**src/rtl/ttt_scoreboard.sv**
```systemverilog
// ttt_scoreboard: rebuilds a 3x3 shadow board from the tictactoe core's
// serial cell stream, classifies each committed frame, and keeps saturating
// X-win / O-win / draw tallies. A game is counted once: the same nonzero
// result must repeat for CONFIRM frames, then further frames are ignored
// until an all-empty board is seen.
// Optional feature: define TTT_STREAK_EN to add streak_player/streak_len.
module ttt_scoreboard #(
  parameter int SCORE_W = 8,
  parameter int CONFIRM = 2
) (
  input  logic               ph1,
  input  logic               reset,
  input  logic               cell_valid,
  input  logic [1:0]         row_in,
  input  logic [1:0]         col_in,
  input  logic [1:0]         xoro_in,
  input  logic [1:0]         win_in,
  input  logic               clear_scores,
  output logic [17:0]        board,
  output logic               frame_done,
  output logic               game_over,
  output logic [SCORE_W-1:0] x_wins,
  output logic [SCORE_W-1:0] o_wins,
  output logic [SCORE_W-1:0] draws,
  output logic               frame_err
`ifdef TTT_STREAK_EN
  ,
  output logic [1:0]         streak_player,
  output logic [SCORE_W-1:0] streak_len
`endif
);

  localparam int CNT_W = (CONFIRM < 2) ? 1 : $clog2(CONFIRM + 1);

  localparam logic [1:0] RES_NONE = 2'd0;
  localparam logic [1:0] RES_X    = 2'd1;
  localparam logic [1:0] RES_O    = 2'd2;
  localparam logic [1:0] RES_DRAW = 2'd3;

  typedef enum logic [1:0] {S_PLAY, S_CONF, S_OVER} state_t;

  function automatic logic [SCORE_W-1:0] sat_inc(input logic [SCORE_W-1:0] v);
    return (&v) ? v : v + 1'b1;
  endfunction

  logic [3:0]         r_idx;
  logic [17:0]        r_buf;
  logic [17:0]        r_board;
  logic               r_frame_done;
  logic               r_frame_err;
  logic               r_game_over;
  logic [SCORE_W-1:0] r_x_wins;
  logic [SCORE_W-1:0] r_o_wins;
  logic [SCORE_W-1:0] r_draws;
  state_t             r_state;
  logic [1:0]         r_cand;
  logic [CNT_W-1:0]   r_cnt;

  logic               w_illegal;
  logic [3:0]         w_cell_idx;
  logic               w_match;
  logic               w_mismatch;
  logic               w_commit;
  logic               w_cell00;
  logic [17:0]        w_frame;
  logic               w_full;
  logic               w_empty;
  logic [1:0]         w_res;
  state_t             w_state_nx;
  logic [1:0]         w_cand_nx;
  logic [CNT_W-1:0]   w_cnt_nx;
  logic               w_count;

  assign w_illegal  = (row_in == 2'd3) | (col_in == 2'd3) |
                      (xoro_in == 2'd3) | (win_in == 2'd3);
  assign w_cell_idx = {1'b0, row_in, 1'b0} + {2'b00, row_in} + {2'b00, col_in};
  assign w_match    = cell_valid & ~w_illegal & (w_cell_idx == r_idx);
  assign w_mismatch = cell_valid & ~w_match;
  assign w_commit   = w_match & (r_idx == 4'd8);
  assign w_cell00   = (row_in == 2'd0) & (col_in == 2'd0);
  // The frame being committed: buffered cells 0..7 plus the (2,2) cell now on the bus
  assign w_frame    = {xoro_in, r_buf[15:0]};

  // Occupancy of the committing frame (full -> draw candidate, empty -> new game)
  always_comb begin
    w_full  = 1'b1;
    w_empty = 1'b1;
    for (int i = 0; i < 9; i++) begin
      if (w_frame[2*i +: 2] == 2'd0) w_full  = 1'b0;
      else                           w_empty = 1'b0;
    end
  end

  // Frame result from the core's win code and board occupancy
  always_comb begin
    w_res = RES_NONE;
    if (win_in == 2'd1)      w_res = RES_X;
    else if (win_in == 2'd2) w_res = RES_O;
    else if (w_full)         w_res = RES_DRAW;
  end

  // Scan index, working buffer, board commit and sticky error flag
  always_ff @(posedge ph1) begin
    if (reset) begin
      r_idx        <= 4'd0;
      r_buf        <= 18'd0;
      r_board      <= 18'd0;
      r_frame_done <= 1'b0;
      r_frame_err  <= 1'b0;
    end else begin
      r_frame_done <= w_commit;
      if (w_match) begin
        for (int i = 0; i < 9; i++) begin
          if (r_idx == 4'(i)) r_buf[2*i +: 2] <= xoro_in;
        end
        if (w_commit) begin
          r_idx   <= 4'd0;
          r_board <= w_frame;
        end else begin
          r_idx <= r_idx + 4'd1;
        end
      end else if (w_mismatch) begin
        r_frame_err <= 1'b1;
        // A stray (0,0) is taken as the start of a fresh frame
        if (w_cell00) begin
          r_idx <= 4'd1;
          r_buf <= {16'd0, (xoro_in == 2'd3) ? 2'd0 : xoro_in};
        end else begin
          r_idx <= 4'd0;
          r_buf <= 18'd0;
        end
      end
    end
  end

  // Game FSM state register
  always_ff @(posedge ph1) begin
    if (reset) begin
      r_state <= S_PLAY;
      r_cand  <= RES_NONE;
      r_cnt   <= '0;
    end else begin
      r_state <= w_state_nx;
      r_cand  <= w_cand_nx;
      r_cnt   <= w_cnt_nx;
    end
  end

  // Game FSM next state; only a committing frame advances it
  always_comb begin
    w_state_nx = r_state;
    w_cand_nx  = r_cand;
    w_cnt_nx   = r_cnt;
    w_count    = 1'b0;
    if (w_commit) begin
      case (r_state)
        S_PLAY: begin
          if (w_res != RES_NONE) begin
            w_cand_nx = w_res;
            w_cnt_nx  = CNT_W'(1);
            if (CONFIRM <= 1) begin
              w_count    = 1'b1;
              w_state_nx = S_OVER;
            end else begin
              w_state_nx = S_CONF;
            end
          end
        end
        S_CONF: begin
          if (w_res == RES_NONE) begin
            w_state_nx = S_PLAY;
          end else if (w_res == r_cand) begin
            w_cnt_nx = r_cnt + 1'b1;
            if (w_cnt_nx == CNT_W'(CONFIRM)) begin
              w_count    = 1'b1;
              w_state_nx = S_OVER;
            end
          end else begin
            w_cand_nx = w_res;
            w_cnt_nx  = CNT_W'(1);
          end
        end
        S_OVER: begin
          if (w_empty) w_state_nx = S_PLAY;
        end
        default: w_state_nx = S_PLAY;
      endcase
    end
  end

  // Tallies and game_over pulse; clear_scores overrides a simultaneous count
  always_ff @(posedge ph1) begin
    if (reset) begin
      r_game_over <= 1'b0;
      r_x_wins    <= '0;
      r_o_wins    <= '0;
      r_draws     <= '0;
    end else begin
      r_game_over <= w_count;
      if (clear_scores) begin
        r_x_wins <= '0;
        r_o_wins <= '0;
        r_draws  <= '0;
      end else if (w_count) begin
        case (w_cand_nx)
          RES_X:    r_x_wins <= sat_inc(r_x_wins);
          RES_O:    r_o_wins <= sat_inc(r_o_wins);
          RES_DRAW: r_draws  <= sat_inc(r_draws);
          default:  ;
        endcase
      end
    end
  end

`ifdef TTT_STREAK_EN
  logic [1:0]         r_streak_player;
  logic [SCORE_W-1:0] r_streak_len;

  // Consecutive counted wins by one player; a draw breaks the streak
  always_ff @(posedge ph1) begin
    if (reset || clear_scores) begin
      r_streak_player <= 2'd0;
      r_streak_len    <= '0;
    end else if (w_count) begin
      if (w_cand_nx == RES_DRAW) begin
        r_streak_player <= 2'd0;
        r_streak_len    <= '0;
      end else if (r_streak_player == w_cand_nx) begin
        r_streak_len <= sat_inc(r_streak_len);
      end else begin
        r_streak_player <= w_cand_nx;
        r_streak_len    <= SCORE_W'(1);
      end
    end
  end

  assign streak_player = r_streak_player;
  assign streak_len    = r_streak_len;
`endif

  assign board      = r_board;
  assign frame_done = r_frame_done;
  assign game_over  = r_game_over;
  assign x_wins     = r_x_wins;
  assign o_wins     = r_o_wins;
  assign draws      = r_draws;
  assign frame_err  = r_frame_err;

endmodule

```
**config.mk**
```make
export PLATFORM = sky130hd
export DESIGN_NAME = ttt_scoreboard
export DESIGN_NICKNAME = d
export VERILOG_FILES = /design/src/rtl/ttt_scoreboard.sv
export SDC_FILE = /design/constraint.sdc
export NUM_CORES = 1
export LEC_CHECK = 0
export CORE_MARGIN = 2
export CORE_UTILIZATION = 40
export CTS_CLUSTER_DIAMETER = 200
export DETAILED_ROUTE_END_ITERATION = 6
export SLEW_MARGIN = 5
export SYNTH_ARGS = -nofsm -noshare
export SYNTH_HDL_FRONTEND = slang
export SYNTH_SLANG_ARGS = --single-unit
```
**constraint.sdc**
```tcl
create_clock -name ph1 -period 9.59 [get_ports ph1]
set_clock_uncertainty 0.05 [all_clocks]
set_input_delay 1.918 -clock ph1 [delete_from_list [all_inputs] [get_ports ph1]]
set_output_delay 1.918 -clock ph1 [all_outputs]
set_load 0.03 [all_outputs]
```
==> results.json, run 1 <==
{
  "final_cell_mix": "nand2_1 (76), dfxtp_1 (71), a21oi_1 (57)",
  "dieHeight_um": 99.0,
  "cts_root_buffer": "clkbuf_8",
  "design_area_um2": 4430,
  "rsz0062_at_grt": "false",
  "power_uw": 604,
  "layout_commonest_cell": "nand2_1",
  "setup_ws_ns": 3.31,
  "crit_fanout": 20,
  "slowest_delay_ns": 0.82,
  "worstSetupPathType": "input port to register",
  "fillCellCount": 870,
  "start_kind": "input port",
  "synthArstFlopShare_pct": 0,
  "routabilityCongestion": 0.787,
  "dpl.hpwl_um": 6200,
  "drc": 0,
  "syn_nets": 487,
  "ys_types": 49,
  "critical_path_required_ns": 9.82,
  "final_layout_size_suffix_gt1_share_pct": 4.71,
  "antenna_found_initial": 0,
  "drt-pass1-iter-count": 4,
  "pin_count": 57,
  "crit_chain": "clkdlybuf4s50_1, fa_1, ha_1, inv_1, fa_1, xnor2_1, nor3_1, or4b_1, a211o_1, or4_1, or4_1, a21oi_1",
  "routed_via_density": 5.44,
  "ys_ff_latch": 71,
  "cp_slowest_cell": "or4b_1",
  "ant_nets": 0,
  "report.final.slew_viol_count": 0,
  "clock-sinks": 71,
  "cts_setup_buffers": 0,
  "syn_area_um2": 3610,
  "grt_start_max_net_pins": 52,
  "worst-slew-pin-transition_ns": 1.13,
  "dieArea_um2": 9800,
  "hold_violations": 0,
  "nets": 531,
  "wire_per_inst_um": 14.4,
  "pwr_density_cell_nw_per_um2": 136,
  "cts_tree": "yes",
  "htreeDepth": 3,
  "core_area_um2": 8720,
  "synth_seq_area_share_pct": 39.4,
  "insertion_delay_ns": 0.35,
  "fmax_ghz": 0.159,
  "arrival_ns": 6.51,
  "grt_util_all_layers_pct": 18.6,
  "endpoint_kind": "register",
  "syn_area_per_cell_um2": 7.83,
  "grt_pass1_vias": 3269,
  "synthCells": 461,
  "ys.flop_type": "dfxtp_1",
  "grt-ovfl-total": 0,
  "initial_core_util_pct": 41.4,
  "ir_drop_mv": 0.0897,
  "synth_edf_count": 0,
  "antenna_cells": 0,
  "p_leak_uw": 0.00152,
  "ys_warn_count": 0,
  "grt_pass1_wl_um": 15100,
  "place_area_um2": 4210,
  "setup_tns_ns": 0,
  "status": "finished, final reports clean",
  "drt_iter0_markers": 150,
  "cap_violations": 0,
  "place_ws_ns": 2.96,
  "cts.clk_slew.worst_paths_ns": 0.07,
  "port_buffers": 56,
  "setup_viol": 0,
  "postCtsResizedCells": 0,
  "syn_to_final_growth_pct": 22.8,
  "rows": 34,
  "die_w_um": 99.0,
  "vias": 3364,
  "ctsHoldBuffers": 0,
  "clk_path_buf_depth": 2,
  "finalCritPeriodShare_pct": 65.5,
  "hold_path.class": "register to register",
  "drt_wl_total_um": 8920,
  "max_slew_margin_pct": 24.3,
  "numCtsBuffers": 9,
  "layout_min_cycle_time_ns": 6.28
}
[cells by family after synthesis]
| family | Yosys count | synth area share (%) |
|---|---|---|
| and+or+nand+nor | 224 | 30.9 |
| AOI/OAI and AO/OA | 105 | 17.7 |
| DFF | 71 | 39.4 |
| muxes | 4 | 1.11 |
| adders and majority gates | 14 | 5.27 |
| buffers and inverters | 36 | 3.98 |
| xor gates and xnor gates | 7 | 1.70 |
[worst max-delay path, delay by kind of cell]
family / cells / cell delay (ns)
AOI/OAI and AO/OA: 2 / 0.60
buffers and inverters: 2 / 0.54
and+or+nand+nor: 4 / 2.11
adders and majority gates: 3 / 1.16
xor gates and xnor gates: 1 / 0.17
[worst paths after layout]
path	start	to	slack [ns]	depth (start not counted)
worst max-delay path	row_in[0]	draws[5]	3.31	12
worst min-delay path	board[15]	board[15]	0.40	2
worst max register to register	r_idx[0]	draws[5]	5.67	9
worst min register to register	board[15]	board[15]	0.40	2
[layout make-up]
class | count | area [um2] | area share, %
Multi-Input combinational cell | 354 | 2050 | 46.2
Clock inverter | 5 | 81.3 | 1.83
Sequential cell | 71 | 1420 | 32.1
Inverter | 13 | 48.8 | 1.10
Timing Repair Buffer | 56 | 556 | 12.5
Tap cell | 108 | 135 | 3.05
Clock buffer | 11 | 141 | 3.19
[metal layers]
layer  up-vias  wire length [um]  track usage (%)
met2        64              4120             31.1
li1       1732                 -                -
met1      1555              4280             23.8
met4         0               134             5.90
met3        13               381             4.33
met5         -                 0                0
[power by group]
part | switching, uW | internal (uW) | total, uW
Clock | 116 | 154 | 269
Combinational | 24.1 | 14.2 | 38.3
Sequential | 1.07 | 295 | 296
[metrics by stage]
| step | util (%) | std cells | hold slack, ns |
|---|---|---|---|
| after floorplan | - | 461 | 0.400 |
| after global placement | 48.3 | 602 | 0.388 |
| final | 50.8 | 618 | 0.400 |
| after detailed placement | 48.3 | 602 | 0.394 |
| after CTS | 50.8 | 618 | 0.403 |
| after global routing | 50.8 | 618 | 0.418 |
[sequential cells by signal, summed over array words and instances, names as in the netlist, 2 cells and up]
| signal | flops |
|---|---|
| o_wins | 8 |
| r_buf | 16 |
| board | 18 |
| r_cnt | 2 |
| draws | 8 |
| r_idx | 4 |
| r_state | 2 |
| x_wins | 8 |
| r_cand | 2 |
[cell usage after synthesis (4+ instances only)]
library cell  number  area share [%]
and3_1            11             1.9
o22ai_1            4            0.69
nand2_1           76             7.9
nor2_1            35             3.6
or3_1             11             1.9
inv_1             13             1.4
a211o_1            8             1.9
nor2b_1            7             1.2
nand2b_1           5            0.87
ha_1              12             4.2
dfxtp_1           71              39
clkbuf_1          18             1.9
nand4_1           10             1.7
or4_1              4            0.83
a21oi_1           57             7.9
buf_2              4            0.55
a31oi_1            4            0.69
nor4_1             4            0.69
mux2i_1            4             1.1
xnor2_1            5             1.2
nor3_1             7            0.97
nand3_1           37             5.1
o21ai_0           11             1.5
(Power assumes the default switching activity.)
==> inputs of run 2 (changes only) <==
clock period = 6.4 ns   (was 9.59 ns; I/O delays follow)
==> run 2 against run 1 <==
- clock-buffer cell count is the same
- final cell count up 0.65%
- critical path depth stayed put
- sequential share of layout area decreased by 0.22 points
- power rose by 49%
- utilization is 0.34 points higher
- clock power grew 48%
- first-iteration DRC count decreased by 2.7%
- worst hold slack got worse by 0.0020 ns
- non-clock buffer count is 4 higher
- sequential power increased by 50%
- die area is the same
- critical path type unchanged
==> results.json, run 2 (synthesis gave the netlist of run 1 again) <==
{
  "rsz0062_at_grt": "false",
  "endpoint_kind": "register",
  "ctsHoldBuffers": 0,
  "worstSetupPathType": "input port to register",
  "worst-slew-pin-transition_ns": 0.924,
  "grt_pass1_vias": 3196,
  "dieHeight_um": 99.0,
  "p_leak_uw": 0.00154,
  "status": "finished, final reports clean",
  "antenna_found_initial": 0,
  "pin_count": 57,
  "place_area_um2": 4240,
  "drt-pass1-iter-count": 4,
  "htreeDepth": 3,
  "rows": 34,
  "clock-sinks": 71,
  "setup_tns_ns": 0,
  "routabilityCongestion": 0.829,
  "pwr_density_cell_nw_per_um2": 202,
  "drt_wl_total_um": 8780,
  "cp_slowest_cell": "or4_1",
  "dpl.hpwl_um": 6220,
  "final_cell_mix": "nand2_1 (76), dfxtp_1 (71), a21oi_1 (57)",
  "cts_root_buffer": "clkbuf_8",
  "die_w_um": 99.0,
  "drc": 0,
  "syn_to_final_growth_pct": 23.6,
  "place_ws_ns": 0.805,
  "critical_path_required_ns": 6.62,
  "report.final.slew_viol_count": 0,
  "ant_nets": 0,
  "dieArea_um2": 9800,
  "crit_chain": "clkdlybuf4s50_1, fa_1, ha_1, inv_1, fa_1, xnor2_1, nor3_1, nand3_1, a211o_1, or4_1, or4_1, a21oi_1",
  "grt-ovfl-total": 0,
  "numCtsBuffers": 9,
  "wire_per_inst_um": 14.1,
  "max_slew_margin_pct": 38.4,
  "antenna_cells": 0,
  "routed_via_density": 5.52,
  "vias": 3431,
  "core_area_um2": 8720,
  "finalCritPeriodShare_pct": 82.1,
  "crit_buf_inv": 2,
  "cap_violations": 0,
  "setup_ws_ns": 1.14,
  "postCtsResizedCells": 0,
  "arrival_ns": 5.48,
  "slowest_delay_ns": 0.67,
  "grt_util_all_layers_pct": 18.5,
  "cts_tree": "yes",
  "initial_core_util_pct": 41.4,
  "final_layout_size_suffix_gt1_share_pct": 5.45,
  "hold_violations": 0,
  "power_uw": 900,
  "layout_commonest_cell": "nand2_1",
  "drt_iter0_markers": 146,
  "largest_reg_flops": 18,
  "hold_path.class": "register to register",
  "design_area_um2": 4460,
  "setup_viol": 0,
  "grt_pass1_wl_um": 15000,
  "ir_drop_mv": 0.0949,
  "fmax_ghz": 0.190,
  "cts.clk_slew.worst_paths_ns": 0.07,
  "nets": 535,
  "port_buffers": 56,
  "start_kind": "input port",
  "grt_start_max_net_pins": 52,
  "cts_setup_buffers": 0,
  "path_delay_family": "simple AND/OR/NAND/NOR gates",
  "layout_min_cycle_time_ns": 5.26,
  "post-route-util_pct": 51.2,
  "clk_path_buf_depth": 2,
  "crit_fanout": 8,
  "insertion_delay_ns": 0.34
}
## run 2: metrics by stage
stage,hold slack [ns],std cells
after global placement,0.387,606
after CTS,0.403,622
after detailed placement,0.393,606
after global routing,0.419,622
final,0.398,622
after floorplan,0.400,461
## run 2: where the power goes
group	switching, uW	leakage (uW)	internal (uW)
registers	1.45	0.000572	442
logic	36.2	0.000856	21.6
clock network	168	0.000110	230
total	206	0.00154	694
## run 2: final cells by class
| class | count | area [um2] |
|---|---|---|
| flip-flops and latches | 71 | 1420 |
| fillers | 846 | 4260 |
| multi-input cells | 354 | 2050 |
| inverters | 13 | 48.8 |
| repair buffers | 60 | 586 |
| clock inverters | 5 | 81.3 |
| well taps | 108 | 135 |
| clock buffers | 11 | 141 |
## run 2: worst paths after layout
path | start | endpoint | slack [ns] | cells after the start
setup / recovery | row_in[0] | draws[5] | 1.14 | 12
hold / removal | board[16] | board[16] | 0.40 | 2
setup reg to reg | r_idx[0] | draws[5] | 2.90 | 9
hold reg to reg | board[16] | board[16] | 0.40 | 2
## run 2: worst reg2reg max path: stages, from the launching register on
cell and delay, ns:
dfxtp_1 0.42, inv_1 0.14, ha_1 0.27, nand2_1 0.10
or2_1 0.27, or4b_1 0.58, a211o_1 0.34, or4_1 0.61
or4_1 0.51, a21oi_1 0.15
## run 2: layer usage
layer	vias to the layer above	track usage [%]	routed length (um)
li1	1743	-	-
met1	1607	24.6	4170
met2	72	30.1	4170
met3	9	4.18	348
met4	0	5.48	92
met5	-	0	0
==> inputs of run 3 (changes only) <==
clock period = 5.5 ns   (was 6.4 ns; I/O delays follow)
==> run 3 against run 2 <==
- clock power hardly changed
- setup slack worse by 0.69 ns
- non-clock buffer count rose by 4
- first-iteration DRC count down 10%
- critical path type unchanged
- critical endpoint unchanged
- largest power group unchanged
==> results.json, run 3 (synthesis gave the netlist of run 1 again) <==
{
  "start_kind": "input port",
  "ant_nets": 0,
  "drt_iter0_markers": 131,
  "grt-ovfl-total": 0,
  "setup_tns_ns": 0,
  "grt_start_max_net_pins": 52,
  "hold_path.class": "register to register",
  "switching_power_uw": 240,
  "syn_to_final_growth_pct": 23.3,
  "dieHeight_um": 99.0,
  "clk_path_buf_depth": 2,
  "ir_drop_mv": 0.0959,
  "routed_via_density": 5.45,
  "holdPathStages": 2,
  "swShare_pct": 24.3,
  "finalCritPeriodShare_pct": 91.7,
  "dieArea_um2": 9800,
  "power_frac_seq_pct": 52.3,
  "setup_viol": 0,
  "cts_tree": "yes",
  "fillCellCount": 841,
  "p_leak_uw": 0.00154,
  "worst-slew-pin-transition_ns": 0.921,
  "insertion_delay_ns": 0.35,
  "reg2reg_from": "r_idx[0]",
  "setup_ws_ns": 0.455,
  "cts.clk_slew.worst_paths_ns": 0.07,
  "grt_pass1_vias": 3242,
  "layout_min_cycle_time_ns": 5.05,
  "arrival_ns": 5.27,
  "r2r_cells": 9,
  "drc": 0,
  "cts_root_buffer": "clkbuf_8",
  "grt_util_all_layers_pct": 19.3,
  "endpoint_kind": "register",
  "comb_power_share_pct": 7.0,
  "drt_wl_total_um": 9060,
  "antenna_found_initial": 0,
  "critical_path_required_ns": 5.73,
  "cts_setup_buffers": 0,
  "max_slew_margin_pct": 38.6,
  "layout_commonest_cell": "nand2_1",
  "pwr_density_cell_nw_per_um2": 222,
  "core_area_um2": 8720,
  "routabilityCongestion": 0.841,
  "top_usage_layer": "met2",
  "wire_per_inst_um": 14.5,
  "hold_start": "board[11]",
  "gr-usage-met2_pct": 31.7,
  "grtUsageMet1_pct": 25.6,
  "p_int_uw": 747,
  "rsz0062_at_grt": "false",
  "cap_violations": 0,
  "rows": 34,
  "postCtsResizedCells": 0,
  "final_layout_size_suffix_gt1_share_pct": 5.80,
  "antenna_cells": 0,
  "nets": 539,
  "vias": 3406,
  "initial_core_util_pct": 41.4,
  "final_cell_mix": "nand2_1 (76), dfxtp_1 (71), a21oi_1 (57)",
  "port_buffers": 56,
  "numCtsBuffers": 9,
  "drt-pass1-iter-count": 4,
  "hold_violations": 0,
  "htreeDepth": 3,
  "ctsHoldBuffers": 0,
  "report.final.slew_viol_count": 0,
  "crit_fanout": 8,
  "clock_power_share_pct": 40.7,
  "power_uw": 987,
  "r2r_slack_ns": 1.99,
  "dpl.hpwl_um": 6290,
  "fmax_ghz": 0.198,
  "grt_pass1_wl_um": 15600,
  "worstSetupPathType": "input port to register",
  "place_ws_ns": 0.106,
  "status": "finished, final reports clean",
  "clock-sinks": 71,
  "pin_count": 57,
  "largest_reg_flops": 18,
  "min_to": "board[11]",
  "die_w_um": 99.0,
  "met3_usage_pct": 3.48,
  "post-route-util_pct": 51.0,
  "rr_endpoint": "draws[5]"
}
-- run 3: cell count changes in the layout (fill, tap and decap cells not counted) --
cell | previous run | this run
clkinv_4 | 1 | 0
clkbuf_1 | 1 | 2
clkinv_2 | 1 | 2
buf_4 | 4 | 8
clkbuf_8 | 10 | 9
bufinv_16 | 2 | 1
-- run 3: how the worst max path moves through the flow --
stage | slack, ns | from | cells past startpoint | end
floorplan | 0.88 | row_in[0] | 12 | draws[5]
global placement | 0.19 | row_in[0] | 12 | draws[5]
detailed placement | 0.11 | row_in[0] | 12 | draws[5]
CTS | 0.46 | row_in[0] | 12 | draws[5]
global route | 0.24 | row_in[0] | 12 | o_wins[7]
finish | 0.45 | row_in[0] | 12 | draws[5]
-- run 3: through the flow --
stage,hold slack [ns],instance area (um2),std cells
finish,0.399,4450,625
global route,0.425,4450,625
CTS,0.403,4450,625
detailed placement,0.393,4270,610
global placement,0.387,4270,610
floorplan,0.400,3610,461
-- run 3: final cells by class --
class                      count  area, um2  area share (%)
clock buffer                  11        131            2.95
clock inverter                 4       47.5            1.07
sequential                    71       1420            31.9
timing repair buffer          64        616            13.8
tap                          108        135            3.04
multi-input combinational    354       2050            46.1
inverter                      13       48.8            1.10
-- run 3: power by group through the flow --
stage | clock [uW] | sequential (uW) | combinational [uW]
final | 401 | 516 | 69.1
after global placement | 0 | 528 | 68.3
after detailed placement | 0 | 528 | 69.2
after floorplan | 0 | 529 | 44.0
after global routing | 433 | 517 | 77.1
after CTS | 412 | 516 | 69.6
-- run 3: critical path, cell delays in order --
cell and delay, ns:
clkdlybuf4s50_1 0.49, fa_1 0.57, ha_1 0.14, inv_1 0.05, fa_1 0.44, xnor2_1 0.17
nor3_1 0.20, or4b_1 0.51, a211o_1 0.35, or4_1 0.61, or4_1 0.51, a21oi_1 0.14
-- run 3: routing by layer --
layer	up-vias	wire, um
met5	-	0
met4	0	169
met3	16	367
met2	85	4210
met1	1558	4310
li1	1747	-
